### config.mk
export PLATFORM = sky130hd
export DESIGN_NAME = flash_op_seq
export DESIGN_NICKNAME = d
export VERILOG_FILES = /design/src/rtl/flash_op_seq.sv
export SDC_FILE = /design/constraint.sdc
export NUM_CORES = 1
export LEC_CHECK = 0
export CAP_MARGIN = 20
export CORE_ASPECT_RATIO = 0.9
export CORE_MARGIN = 5
export CORE_UTILIZATION = 47
export DETAILED_ROUTE_END_ITERATION = 12
export PLACE_DENSITY = 0.8
export SLEW_MARGIN = 20
export SYNTH_ARGS = -nofsm -noshare
export SYNTH_HDL_FRONTEND = slang
export SYNTH_SLANG_ARGS = --single-unit
### constraint.sdc
create_clock -name clk -period 3.5 [get_ports clk]
set_clock_uncertainty 0.05 [all_clocks]
set_input_delay 0.7 -clock clk [delete_from_list [all_inputs] [get_ports clk]]
set_output_delay 0.7 -clock clk [all_outputs]
set_load 0.01 [all_outputs]
### src/rtl/flash_op_seq.sv
// Flash operation sequencer: clears status, issues the two-cycle command, polls the
// status register until ready or the poll limit, then restores read-array mode.
module flash_op_seq #(
  parameter logic [19:0] POLL_MAX = 20'd1000000,
  parameter int unsigned POLL_GAP = 8
) (
  input  logic        clk,
  input  logic        rst,
  input  logic        op_valid,
  output logic        op_ready,
  input  logic [1:0]  op_code,
  input  logic [24:0] op_addr,
  input  logic [15:0] op_data,
  output logic        done,
  output logic [7:0]  status,
  output logic        err,
  output logic        timeout,
  output logic        wr_en,
  output logic [24:0] wr_addr,
  output logic [15:0] wr_data,
  input  logic        wr_done,
  output logic        rd_en,
  output logic [24:0] rd_addr,
  input  logic [15:0] rd_data,
  input  logic        rd_done
);

  typedef enum logic [2:0] {
    S_IDLE, S_CLR, S_CMD1, S_CMD2, S_POLL_RD, S_POLL_GAP, S_RESTORE, S_DONE
  } state_t;

  // POLL_GAP is expected to be at least 1.
  localparam logic [15:0] GAP_LAST = 16'(POLL_GAP - 1);

  state_t      state, state_n;
  logic        entry;
  logic [1:0]  code_q;
  logic [24:0] addr_q;
  logic [15:0] data_q;
  logic [7:0]  status_q;
  logic        timeout_q;
  logic        rsvd_q;
  logic [19:0] poll_cnt;
  logic [15:0] gap_cnt;
  logic        accept;
  logic        last_poll;
  logic        unused_rd_hi;

  assign accept       = (state == S_IDLE) && op_valid;
  assign last_poll    = (poll_cnt + 20'd1) >= POLL_MAX;
  assign unused_rd_hi = ^rd_data[15:8];

  // State and datapath registers; entry marks the first cycle spent in a state.
  always_ff @(posedge clk) begin
    if (rst) begin
      state     <= S_IDLE;
      entry     <= 1'b0;
      code_q    <= 2'b00;
      addr_q    <= '0;
      data_q    <= '0;
      status_q  <= 8'h00;
      timeout_q <= 1'b0;
      rsvd_q    <= 1'b0;
      poll_cnt  <= '0;
      gap_cnt   <= '0;
    end else begin
      state   <= state_n;
      entry   <= (state_n != state);
      gap_cnt <= (state == S_POLL_GAP) ? gap_cnt + 16'd1 : 16'd0;
      if (accept) begin
        code_q    <= op_code;
        addr_q    <= op_addr;
        data_q    <= op_data;
        status_q  <= 8'h00;
        timeout_q <= 1'b0;
        rsvd_q    <= (op_code == 2'b11);
        poll_cnt  <= '0;
      end
      if ((state == S_POLL_RD) && rd_done) begin
        poll_cnt <= poll_cnt + 20'd1;
        status_q <= rd_data[7:0];
        if (!rd_data[7] && last_poll) begin
          timeout_q <= 1'b1;
        end
      end
    end
  end

  always_comb begin
    state_n = state;
    case (state)
      S_IDLE:     if (op_valid) state_n = (op_code == 2'b11) ? S_DONE : S_CLR;
      S_CLR:      if (wr_done) state_n = S_CMD1;
      S_CMD1:     if (wr_done) state_n = S_CMD2;
      S_CMD2:     if (wr_done) state_n = S_POLL_RD;
      S_POLL_RD:  if (rd_done) state_n = (rd_data[7] || last_poll) ? S_RESTORE : S_POLL_GAP;
      S_POLL_GAP: if (gap_cnt == GAP_LAST) state_n = S_POLL_RD;
      S_RESTORE:  if (wr_done) state_n = S_DONE;
      S_DONE:     state_n = S_IDLE;
      default:    state_n = S_IDLE;
    endcase
  end

  // Bus address/data are only driven while a transfer is outstanding because the mux ORs them.
  always_comb begin
    op_ready = (state == S_IDLE);
    done     = (state == S_DONE);
    wr_en    = 1'b0;
    wr_addr  = '0;
    wr_data  = '0;
    rd_en    = 1'b0;
    rd_addr  = '0;
    case (state)
      S_CLR: begin
        wr_en   = entry;
        wr_addr = addr_q;
        wr_data = 16'h0050;
      end
      S_CMD1: begin
        wr_en   = entry;
        wr_addr = addr_q;
        wr_data = (code_q == 2'b00) ? 16'h0040 :
                  (code_q == 2'b01) ? 16'h0020 : 16'h0060;
      end
      S_CMD2: begin
        wr_en   = entry;
        wr_addr = addr_q;
        wr_data = (code_q == 2'b00) ? data_q : 16'h00D0;
      end
      S_POLL_RD: begin
        rd_en   = entry;
        rd_addr = addr_q;
      end
      S_RESTORE: begin
        wr_en   = entry;
        wr_addr = addr_q;
        wr_data = 16'h00FF;
      end
      default: ;
    endcase
  end

  assign status  = status_q;
  assign timeout = timeout_q;
  assign err     = rsvd_q | status_q[5] | status_q[4] | status_q[3] | status_q[1] | timeout_q;

endmodule

==> impl_metrics.ini <==
[outcome]
outcome = complete, no violations

[finish]
fill_cells = 867
seqCellArea_um2 = 1860
syn2layout_area_growth_pct = 34.9
fin_cells = 866
nNetsFinal = 803
diodes = 0
multiInputGateArea_um2 = 2620
drive_gt1_share_pct = 5.41
mostFrequentLayoutCell = clkdlybuf4s50_1
final_cell_mix = clkdlybuf4s50_1 (134), nand2_1 (115), dfxtp_1 (93)

[route]
num_vias = 4739
wl_per_cell_um = 15.0
routed_wl_um = 13000
drtIter0Drc = 349
drc = 0
drt-vias-per-instance = 5.47
dr.pass1.iters = 5
ant_nets = 0

[global_routing]
grt_use_total_pct = 21.2
grt_pass1_wl_um = 21200
gr-total-overflow = 0
antenna_found_initial = 0
grt_pass1_vias = 4461
grt_max_degree = 46

[floorplan]
dieHeight_um = 105
core_um2 = 9700
rows = 34
initial_utilization_pct = 48.2
die_width_um = 115
ios = 144
dieArea_um2 = 12000

[placed_design]
placed_cells = 852
hpwl_um = 9260
pre_cts_slack_ns = 0.683
io_buffers = 135
gp_congestion = 0.860

[timing]
drv_slew = 0
period_minus_slack_ns = 3.17
hold_ws_ns = 0.399
fmax_mhz = 315
hold_violations = 0
fin_ws_ns = 0.327
relSlewSlack_pct = 56.5
rsz0062_at_grt = no
finalSetupViolCount = 0
worst_pin_slew_ns = 0.653
period_share_pct = 90.7
fin_setup_tns_ns = 0

[synthesis]
synth_edf_count = 0
syn_nets = 690
synthCells = 624
yosysWarnings = 0
ys_types = 52
async_reset_ff_share_pct = 0
ys_seq_elements = 93
yosys-top-cells-area = dfxtp_1 (40%), nand2_1 (9.2%), a21oi_1 (8.5%), and2_1 (8.4%), nor2_1 (4.7%)
netlist_area_um2 = 4680
seq_area_frac_synth_pct = 39.8
synth_top_area_share_pct = 39.8
yosys.area.top_type = dfxtp_1
synth_flop_cell = dfxtp_1
syn_avg_cell_area_um2 = 7.49

[hold_path]
hold_depth = 1
worst_hold_path_type = reg2reg
hold_path_end = gap_cnt[0]$_SDFF_PP0_
min_from = gap_cnt[0]$_SDFF_PP0_

[run]
max-cap-violations = 0

[worst_setup_path]
cp_cell_sequence = clkinv_1 -> or3_1 -> nor2_1 -> and2_1 -> clkdlybuf4s50_1
cpMaxStageDelayCell = clkdlybuf4s50_1
crit_path_end_kind = output port
criticalPathCategory = reg2out
r2r_cells = 8
cp-start-kind = flop
max_stage_delay_ns = 0.57
worstPathRequired_ns = 2.75
worst_r2r_startpoint = poll_cnt[0]$_SDFFE_PP0P_
regToRegEndpoint = entry$_SDFF_PP0_
rrSetupSlack_ns = 0.75
arrival_ns = 2.42
worstPathMaxFanout = 9

[cts]
ctsResizeCount = 0
clkTransAtPathRegs_ns = 0.08
clkSinkCount = 93
root_buffer = clkbuf_8
cts.htree.levels = 3
cts_hold_buf = 0
tritoncts = done
numCtsBuffers = 9
cts_buffer_depth = 2
clock_latency_ns = 0.36
cts_setup_buffers = 0

[power_and_ir_drop]
p_leak_nw = 2.20
powerDensity_nw_per_um2 = 406
total_power_mw = 2.56
vdd_drop_max_mv = 0.291
worst max-delay path by stage:
| stage | from | endpoint |
|---|---|---|
| after CTS | state[1]$_SDFF_PP0_ | wr_data[12] |
| after floorplan | poll_cnt[0]$_SDFFE_PP0P_ | entry$_SDFF_PP0_ |
| after global placement | state[1]$_SDFF_PP0_ | wr_data[15] |
| after detailed placement | state[1]$_SDFF_PP0_ | wr_data[12] |
| after global routing | state[1]$_SDFF_PP0_ | wr_data[15] |
| final | state[1]$_SDFF_PP0_ | wr_data[12] |
through the flow:
step	instance area, um^2	utilization, %
after floorplan	4680	-
after detailed placement	6090	62.8
after global placement	6090	62.8
after CTS	6310	65.0
final	6310	65.0
after global routing	6310	65.0
critical path, delay by kind of cell, from the launching register on:
kind,cells,cell delay (ns)
simple gates,3,0.87
buf+inv,2,0.70
flops,1,0.50
sequential cells by signal, summed over array words and instances (netlist names):
register and flops:
addr_q 25, poll_cnt 20, data_q 16, gap_cnt 16
status 8, state 3, code_q 2, entry 1
rsvd_q 1, timeout 1
final cells by class:
class / count / area share (%)
Tap cell: 126 / 2.50
Clock inverter: 4 / 1.17
Multi-Input combinational cell: 479 / 41.5
Sequential cell: 93 / 29.5
Clock buffer: 10 / 2.18
Timing Repair Buffer: 146 / 22.7
Inverter: 8 / 0.476
metal layers:
metal  track usage, %  share of wire (%)
met1             27.0                 43
met2             34.7                 47
met3             6.30                7.8
met4             5.95                1.9
met5                0                  0
synth_stat cells (4+ instances only):
cell type	instances
o21ai_0	19
nand4_1	9
nor2_1	58
nand3_1	21
a311oi_1	6
clkbuf_1	37
and2_1	63
nor2b_1	4
nand3b_1	5
a22oi_1	9
or3_1	6
buf_2	5
nand4b_1	4
and3_1	7
inv_1	7
xor2_1	12
nor3_1	15
nor4_1	5
a21oi_1	79
dfxtp_1	93
nand2_1	115
report_power, final:
part	leakage, nW	internal (mW)	switching [mW]
Clock	0.108	0.414	0.363
Combinational	1.33	0.267	0.333
Sequential	0.756	1.13	0.0526
Total	2.20	1.81	0.749
cell families (layout without fill, tap and decap cells):
kind of cell	after synthesis	after routing	synth area share, %
compound gates	136	136	17.7
xor+xnor	15	15	2.81
fa+ha+maj	2	2	0.535
buf+inv	52	168	4.39
flops	93	93	39.8
mux	1	1	0.241
simple gates	325	325	34.5
Power figures use the tool's default switching activity.
